## src/rtl/mbus_tx_msg_sequencer_pkg.sv

```systemverilog
// Shared bus widths and FSM state type for the MBus TX message sequencer.
`ifndef ADDR_WIDTH
`define ADDR_WIDTH 32
`endif
`ifndef DATA_WIDTH
`define DATA_WIDTH 32
`endif

package mbus_tx_msg_sequencer_pkg;
    typedef enum logic [2:0] {
        ST_IDLE      = 3'd0,
        ST_REQ       = 3'd1,
        ST_ACK_LO    = 3'd2,
        ST_WAIT_RESP = 3'd3,
        ST_RESP_LO   = 3'd4
    } seq_state_e;
endpackage

```

## src/rtl/mbus_tx_word_fifo.sv

```systemverilog
// Synchronous word FIFO holding one outbound message; flush drops everything queued.
module mbus_tx_word_fifo #(
    parameter int DEPTH = 8,
    parameter int PTR_W = 3,
    parameter int DW    = 32
) (
    input  logic             clk,
    input  logic             rst_n,
    input  logic             flush,
    input  logic             push,
    input  logic [DW-1:0]    push_data,
    input  logic             pop,
    output logic [DW-1:0]    head,
    output logic [PTR_W:0]   count,
    output logic             full,
    output logic             empty
);
    logic [DW-1:0]    mem [DEPTH];
    logic [PTR_W-1:0] wr_ptr, rd_ptr;

    assign head  = mem[rd_ptr];
    assign full  = (count == PTR_W'(0) + (PTR_W+1)'(DEPTH));
    assign empty = (count == '0);

    always_ff @(posedge clk) begin
        if (push) mem[wr_ptr] <= push_data;
    end

    always_ff @(posedge clk) begin
        if (!rst_n || flush) begin
            wr_ptr <= '0;
            rd_ptr <= '0;
            count  <= '0;
        end else begin
            if (push) wr_ptr <= wr_ptr + 1'b1;
            if (pop)  rd_ptr <= rd_ptr + 1'b1;
            case ({push, pop})
                2'b10:   count <= count + 1'b1;
                2'b01:   count <= count - 1'b1;
                default: count <= count;
            endcase
        end
    end
endmodule

```

## src/rtl/mbus_tx_msg_sequencer.sv

```systemverilog
// Buffers a message and plays it out on the MBus TX port with TX_PEND chaining and response handshake.
module mbus_tx_msg_sequencer
    import mbus_tx_msg_sequencer_pkg::*;
#(
    parameter int DEPTH = 8,
    parameter int PTR_W = 3
) (
    input  logic                   CLK,
    input  logic                   RESETn,
    input  logic [`ADDR_WIDTH-1:0] MSG_ADDR,
    input  logic                   MSG_PRIORITY,
    input  logic [`DATA_WIDTH-1:0] WR_DATA,
    input  logic                   WR_EN,
    input  logic                   START,
    output logic [PTR_W:0]         COUNT,
    output logic                   FULL,
    output logic                   EMPTY,
    output logic                   WR_ERR,
    output logic                   BUSY,
    output logic                   DONE,
    output logic                   FAIL,
    output logic [`ADDR_WIDTH-1:0] TX_ADDR,
    output logic [`DATA_WIDTH-1:0] TX_DATA,
    output logic                   TX_PEND,
    output logic                   TX_REQ,
    output logic                   PRIORITY,
    input  logic                   TX_ACK,
    input  logic                   TX_SUCC,
    input  logic                   TX_FAIL,
    output logic                   TX_RESP_ACK
);
    seq_state_e state, state_d;
    logic [`ADDR_WIDTH-1:0] addr_d;
    logic [`DATA_WIDTH-1:0] data_d, head, head_eff;
    logic [PTR_W:0]         count_eff;
    logic pend_d, req_d, prio_d, resp_ack_d, busy_d, done_d, fail_d, wr_err_d;
    logic push, pop, flush, early_fail;

    assign push = WR_EN && (state == ST_IDLE) && !FULL;

    mbus_tx_word_fifo #(.DEPTH(DEPTH), .PTR_W(PTR_W), .DW(`DATA_WIDTH)) u_fifo (
        .clk(CLK), .rst_n(RESETn), .flush(flush),
        .push(push), .push_data(WR_DATA), .pop(pop),
        .head(head), .count(COUNT), .full(FULL), .empty(EMPTY)
    );

    // A write in the START cycle is counted; on an empty FIFO it becomes the head directly.
    assign count_eff  = COUNT + (PTR_W+1)'(push);
    assign head_eff   = (COUNT == '0) ? WR_DATA : head;
    assign early_fail = TX_FAIL || (TX_SUCC && TX_PEND);

    always_comb begin
        state_d    = state;
        addr_d     = TX_ADDR;
        data_d     = TX_DATA;
        pend_d     = TX_PEND;
        req_d      = TX_REQ;
        prio_d     = PRIORITY;
        resp_ack_d = TX_RESP_ACK;
        busy_d     = BUSY;
        done_d     = 1'b0;
        fail_d     = FAIL;
        wr_err_d   = WR_ERR;
        pop        = 1'b0;
        flush      = 1'b0;
        case (state)
            ST_IDLE: if (START && count_eff != '0) begin
                addr_d   = MSG_ADDR;
                prio_d   = MSG_PRIORITY;
                data_d   = head_eff;
                pend_d   = (count_eff > 1);
                fail_d   = 1'b0;
                wr_err_d = 1'b0;
                busy_d   = 1'b1;
                req_d    = 1'b1;
                state_d  = ST_REQ;
            end
            ST_REQ, ST_ACK_LO: if (early_fail) begin
                req_d      = 1'b0;
                flush      = 1'b1;
                fail_d     = 1'b1;
                resp_ack_d = 1'b1;
                state_d    = ST_RESP_LO;
            end else if (state == ST_REQ) begin
                if (TX_ACK) begin
                    pop     = 1'b1;
                    req_d   = 1'b0;
                    state_d = ST_ACK_LO;
                end
            end else if (!TX_ACK) begin
                if (TX_PEND) begin
                    data_d  = head;
                    pend_d  = (COUNT > 1);
                    req_d   = 1'b1;
                    state_d = ST_REQ;
                end else begin
                    state_d = ST_WAIT_RESP;
                end
            end
            ST_WAIT_RESP: if (TX_SUCC || TX_FAIL) begin
                fail_d     = TX_FAIL;
                resp_ack_d = 1'b1;
                state_d    = ST_RESP_LO;
            end
            ST_RESP_LO: if (!TX_SUCC && !TX_FAIL) begin
                resp_ack_d = 1'b0;
                done_d     = 1'b1;
                busy_d     = 1'b0;
                state_d    = ST_IDLE;
            end
            default: state_d = ST_IDLE;
        endcase
        // A dropped write outranks the clear from a coincident START.
        if (WR_EN && !push) wr_err_d = 1'b1;
    end

    always_ff @(posedge CLK) begin
        if (!RESETn) begin
            state       <= ST_IDLE;
            TX_ADDR     <= '0;
            TX_DATA     <= '0;
            TX_PEND     <= 1'b0;
            TX_REQ      <= 1'b0;
            PRIORITY    <= 1'b0;
            TX_RESP_ACK <= 1'b0;
            BUSY        <= 1'b0;
            DONE        <= 1'b0;
            FAIL        <= 1'b0;
            WR_ERR      <= 1'b0;
        end else begin
            state       <= state_d;
            TX_ADDR     <= addr_d;
            TX_DATA     <= data_d;
            TX_PEND     <= pend_d;
            TX_REQ      <= req_d;
            PRIORITY    <= prio_d;
            TX_RESP_ACK <= resp_ack_d;
            BUSY        <= busy_d;
            DONE        <= done_d;
            FAIL        <= fail_d;
            WR_ERR      <= wr_err_d;
        end
    end
endmodule

```

## config.mk

```make
export PLATFORM = sky130hd
export DESIGN_NAME = mbus_tx_msg_sequencer
export DESIGN_NICKNAME = d
export VERILOG_FILES = /design/src/rtl/mbus_tx_msg_sequencer_pkg.sv /design/src/rtl/mbus_tx_word_fifo.sv /design/src/rtl/mbus_tx_msg_sequencer.sv
export SDC_FILE = /design/constraint.sdc
export NUM_CORES = 1
export LEC_CHECK = 0
export ABC_AREA = 0
export CAP_MARGIN = 15
export CORE_MARGIN = 5
export CORE_UTILIZATION = 60
export CTS_CLUSTER_SIZE = 14
export DETAILED_ROUTE_END_ITERATION = 12
export GPL_TIMING_DRIVEN = 0
export PLACE_DENSITY = 0.95
export SYNTH_ARGS = -nofsm -noshare
export SYNTH_HDL_FRONTEND = slang
export SYNTH_SLANG_ARGS = --single-unit
```

## constraint.sdc

```tcl
create_clock -name CLK -period 14.25 [get_ports CLK]
set_clock_uncertainty 0.05 [all_clocks]
set_input_delay 2.85 -clock CLK [delete_from_list [all_inputs] [get_ports CLK]]
set_output_delay 2.85 -clock CLK [all_outputs]
set_load 0.005 [all_outputs]
```

==> flow_summary.toml <==
[status]
status = "completed"

[die]
rows = 55
die_w_um = 160.4
start_util = 0.6052
die_area_um2 = 25740
ios = 150
die_y_um = 160.4
core-area_um2 = 22430

[logic_synthesis]
yosysWarningCount = 0
mappedNetlistArea_um2 = 13580
syn_area_per_cell_um2 = 15.50
synth_seq_cells = 344
synth_cells = 876
synth-async-reset-ratio = 0
ys.flop_type = "edfxtp_1"
synth-seq-area-share = 0.6959
ys_types = 49
synth_nets = 956
synth_enable_flop_cells = 256

[final_layout]
ff_latch_area_um2 = 9449
drive_above_1_share = 0.1384
final_core_util = 0.7505
stdcell_area_um2 = 16840
multi_input_area_um2 = 3815
fillerInstances = 1246
final_nets = 1166
final_cell_count_no_fill = 1399
syn2layout_area_growth_pct = 24.00

[placement]
pre_cts_slack_ps = 8156
hpwl_mm = 23.40
post_dp_cell_area_um2 = 15740
post-place-cells = 1334
portBuffers = 149
gp_congestion = 0.8635

[clock_network]
cts_tree = "built"
post-cts-setup-buffers = 0
numCtsBuffers = 35
holdBufCountCts = 0
clock_path_buffers = 3
cts_resized = 0
cts.clk_slew.worst_paths_ps = 60
clock_sinks = 344
htree_levels = 2
insertion_delay_ps = 520
root_buffer = "clkbuf_16"

[worst_setup_path]
crit_family = "buffers and inverters"
critPathKind = "in2reg"
max_stage_delay_ps = 500
worstReg2RegStart = "state[2]"
crit_path_start = "WR_EN"
crit_required_ps = 14630
critPathBufInv = 5
cp-end-kind = "flop"
cp-start-kind = "input pin"
cp.arrival_ps = 6040
crit_chain = "clkdlybuf4s50_1, nand3_1, inv_1, ha_1, ha_1, nor2_1, a41oi_2, o21a_1, buf_4, or2_1, buf_4, buf_6, a311oi_2"
crit_path_max_fanout = 10
cp_slowest_cell = "clkdlybuf4s50_1"

[timing]
final-hold-violation-count = 0
final.period_utilization = 0.3971
tns_ps = 0
worstMarginPinSlew_ps = 1125
grt_setup_unrepaired = "no"
relSlewSlack = 0.2465
max_freq_mhz = 176.7
fin_crit_ps = 5658
hold_slack_ps = 419.7
maxSlewViolCount = 0
finalSetupViolCount = 0
setup_ws_ps = 8592

[drt]
drtIter0Drc = 1262
drcViolationCount = 0
drt-total-wl_mm = 36.05
vias = 9122
routedWlPerCell_um = 25.77
via_per_inst = 6.520
firstDrtPassIters = 5
ant_nets = 0

[grt]
grt_pass1_wl_mm = 54.87
overflow = 0
grt_pass1_vias = 9387
grt_max_degree = 23
grt.total_usage = 0.2774
antenna_found_initial = 1

[power_and_ir_drop]
p_leak_nw = 5.525
peakVddDrop_uv = 115.4
finalPower_mw = 2.994
powerDensity_nw_per_um2 = 177.8

[min_path]
hp-start = "TX_RESP_ACK"
hold_class = "reg2reg"

[job]
cap_violations = 0
==> kinds of logic (layout without fill, tap and decap cells) <==
family / Yosys count / after routing / synth area share
xor+xnor: 9 / 9 / 0.005805
compound gates: 151 / 151 / 0.08487
flops: 344 / 344 / 0.6959
buf+inv: 72 / 309 / 0.02663
simple gates: 160 / 160 / 0.05262
mux: 132 / 132 / 0.1268
other cells: 0 / 1 / 0
fa+ha+maj: 8 / 8 / 0.007372
==> report_power, final <==
group / internal (mW) / leakage, nW / switching, mW
Clock: 0.494 / 0.530 / 0.371
Combinational: 0.387 / 1.96 / 0.457
Sequential: 1.21 / 3.04 / 0.0741
==> placed cells by master, fill, tap and decap left out, types with 5 or more instances in the layout <==
| master | n |
|---|---|
| edfxtp_1 | 256 |
| clkdlybuf4s50_1 | 149 |
| mux2i_1 | 100 |
| dfxtp_1 | 88 |
| nor2_1 | 57 |
| nand2_1 | 51 |
| clkbuf_1 | 43 |
| clkbuf_16 | 36 |
| mux4_2 | 32 |
| a22oi_1 | 32 |
| o211ai_1 | 32 |
| a31oi_1 | 22 |
| o31ai_1 | 22 |
| nor3_1 | 19 |
| buf_4 | 17 |
| buf_2 | 16 |
| buf_6 | 13 |
| a21oi_1 | 9 |
| inv_1 | 8 |
| a311oi_2 | 8 |
| ha_1 | 8 |
| nand3_1 | 6 |
| and2_1 | 6 |
| xor2_1 | 5 |
| o21ai_0 | 5 |
| a311oi_1 | 5 |
| clkbuf_8 | 5 |
| clkinv_2 | 5 |
==> registers in the layout, summed over array words and instances (netlist names), named ones only <==
signal	cells
TX_RESP_ACK	1
TX_ADDR	32
u_fifo.count	4
state	3
WR_ERR	1
TX_DATA	32
BUSY	1
FAIL	1
DONE	1
PRIORITY	1
u_fifo.rd_ptr	3
u_fifo.wr_ptr	3
u_fifo.mem	256
TX_REQ	1
TX_PEND	1
==> area by class of cell <==
class                      count  share of cell area
antenna                        1           0.0001486
clock inverter                14            0.005499
buffer                        64             0.01969
clock buffer                  50             0.05960
sequential                   344              0.5612
multi-input combinational    460              0.2266
timing repair buffer         173              0.1043
tap                          285             0.02118
inverter                       8            0.001783
==> per-layer routing <==
metal	up-vias	track usage	wire (µm)
li1	3848	-	-
met1	4420	0.3537	13080
met2	716	0.4593	17510
met3	138	0.06159	3730
met4	0	0.1259	1727
met5	-	0	0
==> cell usage after synthesis, types with 3 or more instances <==
master	n	area (µm²)
a311oi_1	5	43.79
and2_1	6	37.54
nand3_1	6	30.03
buf_2	16	80.08
o31ai_1	22	165.2
buf_4	7	52.55
inv_1	8	30.03
xnor2_1	4	35.03
o211ai_1	32	240.2
mux2i_1	100	1001
a22oi_1	32	240.2
a21oi_1	9	45.04
nand2_1	51	191.4
buf_6	3	33.78
a31oi_1	22	137.6
nor2_1	59	221.5
o21a_1	3	22.52
dfxtp_1	88	1762
xor2_1	5	43.79
a311oi_2	8	120.1
clkbuf_1	34	127.6
mux4_2	32	720.7
ha_1	8	100.1
o21ai_0	5	25.02
edfxtp_1	256	7687
nor3_1	22	110.1
==> final timing paths <==
check / end / slack [ps] / depth (start not counted)
worst max-delay path: TX_DATA[24] / 8590 / 13
worst min-delay path: TX_RESP_ACK / 420 / 2
worst max register to register: TX_DATA[24] / 10280 / 14
worst min register to register: TX_RESP_ACK / 420 / 2
==> tightest hold or removal path, stage by stage, from the launching register on <==
cell and delay, ps:
dfxtp_1 310, nand2_1 50, a21oi_1 60
Power figures use the tool's default switching activity.
